### src/rtl/ms_delay_timer.sv
// ms_delay_timer: millisecond countdown timer driven by an external 1 ms tick.
// A start in IDLE loads durationMs. Each msPulse in RUN counts down by one,
// and done pulses for one cycle when the count reaches zero. pause holds the
// count, and abort cancels the interval without a done pulse.
// Ports:
//   Clk, Rst       clock, asynchronous active-low reset
//   start          begin an interval (only honoured in IDLE)
//   durationMs     interval length in ms, captured when start is accepted
//   pause          level, freezes the countdown while high
//   abort          cancel a running/held interval, no done pulse
//   msPulse        one-cycle tick from the 1 ms pulse generator
//   tickEnable     enable to the 1 ms pulse generator (high only in RUN)
//   busy           interval in progress (RUN or HOLD)
//   done           one-cycle completion pulse
//   remaining      milliseconds left in the current interval
module ms_delay_timer #(
  parameter int unsigned WIDTH = 16
) (
  input  logic             Clk,
  input  logic             Rst,
  input  logic             start,
  input  logic [WIDTH-1:0] durationMs,
  input  logic             pause,
  input  logic             abort,
  input  logic             msPulse,
  output logic             tickEnable,
  output logic             busy,
  output logic             done,
  output logic [WIDTH-1:0] remaining
);

  typedef enum logic [1:0] {
    S_IDLE = 2'd0,
    S_RUN  = 2'd1,
    S_HOLD = 2'd2,
    S_DONE = 2'd3
  } state_t;

  state_t           r_state;
  state_t           w_state_nxt;
  logic [WIDTH-1:0] r_remaining;
  logic [WIDTH-1:0] w_remaining_nxt;
  logic             r_tick_enable;
  logic             r_busy;
  logic             r_done;
  logic             w_tick_enable_nxt;
  logic             w_busy_nxt;
  logic             w_done_nxt;
  logic             w_last_tick;

  // This msPulse consumes the final millisecond.
  assign w_last_tick = msPulse && (r_remaining <= WIDTH'(1));

  // State, count and output registers.
  always_ff @(posedge Clk or negedge Rst) begin
    if (!Rst) begin
      r_state       <= S_IDLE;
      r_remaining   <= '0;
      r_tick_enable <= 1'b0;
      r_busy        <= 1'b0;
      r_done        <= 1'b0;
    end else begin
      r_state       <= w_state_nxt;
      r_remaining   <= w_remaining_nxt;
      r_tick_enable <= w_tick_enable_nxt;
      r_busy        <= w_busy_nxt;
      r_done        <= w_done_nxt;
    end
  end

  // Next-state, next-count and next-output logic.
  always_comb begin
    w_state_nxt     = r_state;
    w_remaining_nxt = r_remaining;

    case (r_state)
      S_IDLE: begin
        if (start) begin
          // A zero-length interval still produces a single done pulse.
          if (durationMs == '0) begin
            w_state_nxt     = S_DONE;
            w_remaining_nxt = '0;
          end else begin
            w_state_nxt     = S_RUN;
            w_remaining_nxt = durationMs;
          end
        end
      end
      S_RUN: begin
        if (abort) begin
          w_state_nxt     = S_IDLE;
          w_remaining_nxt = '0;
        end else if (w_last_tick) begin
          // Completion wins over a pause that arrives in the same cycle.
          w_state_nxt     = S_DONE;
          w_remaining_nxt = '0;
        end else begin
          if (msPulse) begin
            w_remaining_nxt = r_remaining - WIDTH'(1);
          end
          if (pause) begin
            w_state_nxt = S_HOLD;
          end
        end
      end
      S_HOLD: begin
        if (abort) begin
          w_state_nxt     = S_IDLE;
          w_remaining_nxt = '0;
        end else if (!pause) begin
          w_state_nxt = S_RUN;
        end
      end
      S_DONE: begin
        w_state_nxt = S_IDLE;
      end
      default: begin
        w_state_nxt     = S_IDLE;
        w_remaining_nxt = '0;
      end
    endcase

    // Outputs are registered from the next state so they line up with it.
    w_tick_enable_nxt = (w_state_nxt == S_RUN);
    w_busy_nxt        = (w_state_nxt == S_RUN) || (w_state_nxt == S_HOLD);
    w_done_nxt        = (w_state_nxt == S_DONE);
  end

  assign tickEnable = r_tick_enable;
  assign busy       = r_busy;
  assign done       = r_done;
  assign remaining  = r_remaining;

endmodule

### config.mk
export PLATFORM = sky130hd
export DESIGN_NAME = ms_delay_timer
export DESIGN_NICKNAME = d
export VERILOG_FILES = /design/src/rtl/ms_delay_timer.sv
export SDC_FILE = /design/constraint.sdc
export NUM_CORES = 1
export LEC_CHECK = 0
export ABC_CLOCK_PERIOD_IN_PS = 3050
export CAP_MARGIN = 40
export CORE_MARGIN = 2
export CORE_UTILIZATION = 29
export CTS_CLUSTER_DIAMETER = 50
export DETAILED_ROUTE_END_ITERATION = 7
export SLEW_MARGIN = 15
export SYNTH_ARGS = -nofsm -noshare
export SYNTH_HDL_FRONTEND = slang
export SYNTH_SLANG_ARGS = --single-unit
### constraint.sdc
create_clock -name Clk -period 3.05 [get_ports Clk]
set_clock_uncertainty 0.1 [all_clocks]
set_input_delay 0.61 -clock Clk [delete_from_list [all_inputs] [get_ports Clk]]
set_output_delay 0.61 -clock Clk [all_outputs]
set_load 0.02 [all_outputs]
After elaboration in Yosys (flattened, before gate mapping)
Cells that the tools add are included.
- add/sub/neg operators: 1
- multiplexer cells: 15
- $lt $le $gt $ge: 1
- reductions and logical operators: 6
- eq/ne operators: 9
- operator list (cell ; count):
    2-to-1 mux 16 bit ; 6
    one-hot mux 16 bit (3 select lines) ; 1
    less-or-equal comparator 16 x 1 -> 1 bit, second input constant ; 1
    zero test 16 bit ; 1
    subtractor 16 x 1 -> 16 bit, second input constant ; 1
    2-to-1 mux 2 bit ; 7
    equality test 2 bit, second input constant ; 4
    one-hot mux 2 bit (4 select lines) ; 1
    equality test 2 x 1 -> 1 bit, second input constant ; 2
    inequality test 2 bit, second input constant ; 2
    inequality test 4 bit, second input constant ; 1
    AND reduction 4 bit ; 1
    nonzero test 3 bit ; 1
    zero test 2 bit ; 1
    logical AND 1 bit ; 1
    logical OR 1 bit ; 1
- word-level logic and storage cells: 37
- register bits: 21
- output and inout bits: 19
- input bits: 22

Logic depth before layout (Yosys ltp)
Gate-level depths: netlist of run 1.
- depth after elaboration: 7
- mapped depth: 9
- depth with buffers taken out: 9

Least setup slack after synthesis of run 1
OpenSTA, ideal clock, no wires.
- path kind: reg-to-reg
- start point: register r_remaining[11] (netlist: remaining[11])
- end point: register r_busy (netlist: busy)
- data arrival time: 2.349 ns
- period minus slack after synthesis: 2.561 ns
- setup time: 0.113 ns
- stages on the path, launching flop included: 8
- path slack: 0.489 ns
- buffers on the path: 0
- data required time: 2.837 ns
- cells stage by stage: dfrtp_1 or4_4 or3_4 nor4_1 nor2_1 o221a_2 ha_1 inv_1
- longest elaborated chain between the ends: 7
- elaborated cells on any way between the ends: 8
- classes of those cells: 1 x order compare; 2 x eq/ne; 3 x mux; 2 x reduce/logical
- ends and longest elaborated chain (element ; line ; text):
    start: declaration ; 41 ; logic [WIDTH-1:0] r_remaining;
    start signal: assignment ; 64 ; r_remaining <= w_remaining_nxt;
    less-or-equal comparator 16 x 1 -> 1 bit * ; 52 ; assign w_last_tick = msPulse && (r_remaining <= WIDTH'(1));
    logical AND 1 bit * ; 52 ;
    2-to-1 mux 2 bit * ; 93 ; end else if (w_last_tick) begin
    2-to-1 mux 2 bit * ; 90 ; if (abort) begin
    one-hot mux 2 bit (4 select lines) * ; 76 ; case (r_state)
    equality test 2 x 1 -> 1 bit or equality test 2 bit (tied branches) ; 125 ; w_busy_nxt = (w_state_nxt == S_RUN) || (w_state_nxt == S_HOLD);
    logical OR 1 bit * ; 125 ;
    named net w_busy_nxt ; 47 ; logic w_busy_nxt;
    end signal: assignment ; 66 ; r_busy <= w_busy_nxt;
    end: declaration ; 44 ; logic r_busy;
The timed path passes the listed nets; every way through them passes the cells marked *.
A chain may end at the register's enable or synchronous reset.

Worst setup path in the final report of run 1
- start point: register r_remaining[12] (netlist: remaining[12])
- end point: register r_busy (netlist: busy)
The elaborated chain is that of the path after synthesis.

==> results.sh, run 1 <==
export IMPL_status="completed"
export IMPL_yosysMostFrequentCell="dfrtp_1"
export IMPL_rsz0062_at_grt="false"
export IMPL_hold_viol=0
export IMPL_max_stage_delay_ns=0.57
export IMPL_p_per_area_mw_per_mm2=974
export IMPL_initial_core_util_pct=30.3
export IMPL_grt_pass1_wl_mm=6.67
export IMPL_die_area_mm2=0.00558
export IMPL_switchingPower_w=0.000899
export IMPL_power_internal_w=0.00105
export IMPL_ant_nets=0
export IMPL_ir_drop_mv=0.359
export IMPL_die_w_um=74.7
export IMPL_hp_class="register to register"
export IMPL_clock_latency_ns=0.26
export IMPL_clockRootBuffer="clkbuf_8"
export IMPL_track_usage_pct=15.4
export IMPL_cts_buffers_inserted=3
export IMPL_tns_ns=0
export IMPL_syn_area_mm2=0.00145
export IMPL_post_cts_resized=0
export IMPL_hold_start="remaining[10]$_DFFE_PN0P_"
export IMPL_wl_per_cell_um=15.3
export IMPL_path_cells="or4_4, or3_4, nor4_1, nor2_1, o221a_2, ha_1, inv_1"
export IMPL_timing_rr_start="remaining[12]$_DFFE_PN0P_"
export IMPL_place_gp_congestion=0.791
export IMPL_h_tree_depth=1
export IMPL_tightestPinTransition_ns=0.592
export IMPL_syn_nets=188
export IMPL_grt_max_degree=22
export IMPL_worstPathArrival_ns=2.70
export IMPL_synth_cells=157
export IMPL_overflow=0
export IMPL_cts_sinks=21
export IMPL_nNetsFinal=234
export IMPL_firstDrtPassIters=4
export IMPL_yosysSeqAreaShare_pct=36.2
export IMPL_die_height_um=74.7
export IMPL_p_total_w=0.00195
export IMPL_max_freq_ghz=0.379
export IMPL_drt_iter0_drc=133
export IMPL_startpoint="remaining[12]$_DFFE_PN0P_"
export IMPL_yosysUniqueCellTypes=44
export IMPL_async_reset_ff_share_pct=100
export IMPL_cts_buffer_depth=2
export IMPL_pwr_share_comb_pct=61.9
export IMPL_synth_ff_type="dfrtp_1"
export IMPL_place_detailed_hpwl_mm=3.07
export IMPL_core_mm2=0.00479
export IMPL_synth_common_cells="dfrtp_1, o21ai_0, inv_1, nor4_1"
export IMPL_portBuffers=40
export IMPL_grt_pass1_vias=1365
export IMPL_yosysTopAreaCell="dfrtp_1"
export IMPL_synth_seq_cells=21
export IMPL_max_cap_violations=0
export IMPL_instances_no_fill=269
export IMPL_antenna_found_initial=0
export IMPL_drt_total_wl_mm=4.12
export IMPL_synth_area_top_cells="dfrtp_1, ha_1, a221o_1, o21ai_0, nor4_1"
export IMPL_crit_fanout=6
export IMPL_num_vias=1426
export IMPL_cts_hold_buf=0
export IMPL_critPathKind="register to register"
export IMPL_synth_edf_count=0
export IMPL_crit_required_ns=3.11
export IMPL_place_inst=265
export IMPL_post_route_period_util_pct=86.5
export IMPL_rows=25
export IMPL_pwr_share_clk_pct=9.6
export IMPL_p_seq_share_pct=28.4
export IMPL_fin_crit_ns=2.64
export IMPL_rr_worst_depth=7
export IMPL_p_leak_nw=0.808
export IMPL_setup_violations=0
export IMPL_syn_to_final_growth_pct=37.8
export IMPL_final_area_mm2=0.00200
export IMPL_min_path_cells=2
export IMPL_clk_pin_slew_ns=0.08
export IMPL_cpMaxStageDelayCell="or4_4"
export IMPL_cp_end_kind="register"
export IMPL_swShare_pct=46.2
export IMPL_yosys_area_top_type_share_pct=36.2
export IMPL_drive_above_1_share_pct=8.42
export IMPL_synth_area_per_cell_um2=9.24
export IMPL_avgViaCountPerCell=5.30
export IMPL_ys_warn_count=0
export IMPL_antenna_cells=0
export IMPL_max_slew_margin_pct=60.2
export IMPL_cts_setup_buffers=0
export IMPL_post_route_drc_count=0
export IMPL_ios=41
export IMPL_cp_start_kind="register"
export IMPL_cts_tree="built"
export IMPL_place_area_mm2=0.00195
export IMPL_drv_slew=0
-- worst paths after layout --
path | end | slack [ns]
worst max register to register | busy$_DFF_PN0_ | 0.41
worst min-delay path | remaining[10]$_DFFE_PN0P_ | 0.45
worst min register to register | remaining[10]$_DFFE_PN0P_ | 0.45
worst max-delay path | busy$_DFF_PN0_ | 0.41
min in group asynchronous | remaining[14]$_DFFE_PN0P_ | 0.59
max in group asynchronous | r_state[1]$_DFF_PN0_ | 2.03
-- metal layers --
layer	share of wire [%]	GRT usage, %	vias up
li1	-	-	696
met1	51	22.5	690
met2	44	23.8	36
met3	3.8	2.28	4
met4	1.0	4.17	0
met5	0	0	-
-- power by group through the flow --
| stage | clock, W | sequential (W) | combinational (W) |
|---|---|---|---|
| 3_5_place_dp | 0 | 0.000555 | 0.00121 |
| 3_3_place_gp | 0 | 0.000555 | 0.00119 |
| 4_1_cts | 0.000190 | 0.000552 | 0.00121 |
| 5_1_grt | 0.000199 | 0.000574 | 0.00132 |
| 2_1_floorplan | 0 | 0.000660 | 0.000630 |
| 6_report | 0.000187 | 0.000554 | 0.00121 |
-- sequential cells by signal, indices dropped and copies added (netlist names) --
signal	count
remaining	16
r_state	2
busy	1
done	1
tickEnable	1
-- metrics by stage --
step	hold WS (ns)	setup slack, ns	utilization (%)
finish	0.448	0.413	41.8
global route	0.483	0.246	41.8
CTS	0.452	0.410	41.8
detailed placement	0.430	0.257	40.8
global placement	0.434	0.270	40.8
floorplan	0.214	0.489	-
-- worst max-delay path: cells and delay by family, from the launching register on --
family,cells,cell delay (ns)
AOI/OAI and AO/OA,1,0.27
adders and majority gates,1,0.27
buffers and inverters,1,0.03
DFF,1,0.45
and+or+nand+nor,4,1.42
-- cell usage in the layout (no fill, tap or decap), types with 7 or more instances in the layout --
cell             Yosys  routed
inv_1               10      10
dfrtp_1             21      21
a221o_1              8       8
ha_1                 9       9
nor4_1              10      10
buf_4                1       7
clkdlybuf4s50_1      0      40
o21ai_0             16      16
nand2_1              8       8
nor2_1               9       9
nor3_1               8       8
-- cell type report --
cell class | count | area [um^2]
Sequential cell | 21 | 526
Fill cell | 493 | 2790
Clock buffer | 4 | 45.0
Multi-Input combinational cell | 120 | 853
Timing Repair Buffer | 47 | 453
Inverter | 10 | 37.5
Tap cell | 67 | 83.8
-- logic make-up (layout without fill, tap and decap cells) --
kind of cell    Yosys count  count (layout)  share of synthesized area (%)
buf+inv                  16              61                           4.92
fa+ha+maj                 9               9                           7.77
mux                       1               1                          0.776
compound gates           50              50                           26.3
flops                    21              21                           36.2
simple gates             60              60                           24.0
Power figures use the tool's default switching activity.
==> run 2: changes to the inputs <==
--- a/config.mk
+++ b/config.mk
@@ -15,3 +15,4 @@
 export SYNTH_ARGS = -nofsm -noshare
 export SYNTH_HDL_FRONTEND = slang
 export SYNTH_SLANG_ARGS = --single-unit
+export TNS_END_PERCENT = 20
==> results of run 2 <==
The final DEF is identical to that of run 1; final timing and power are the same.
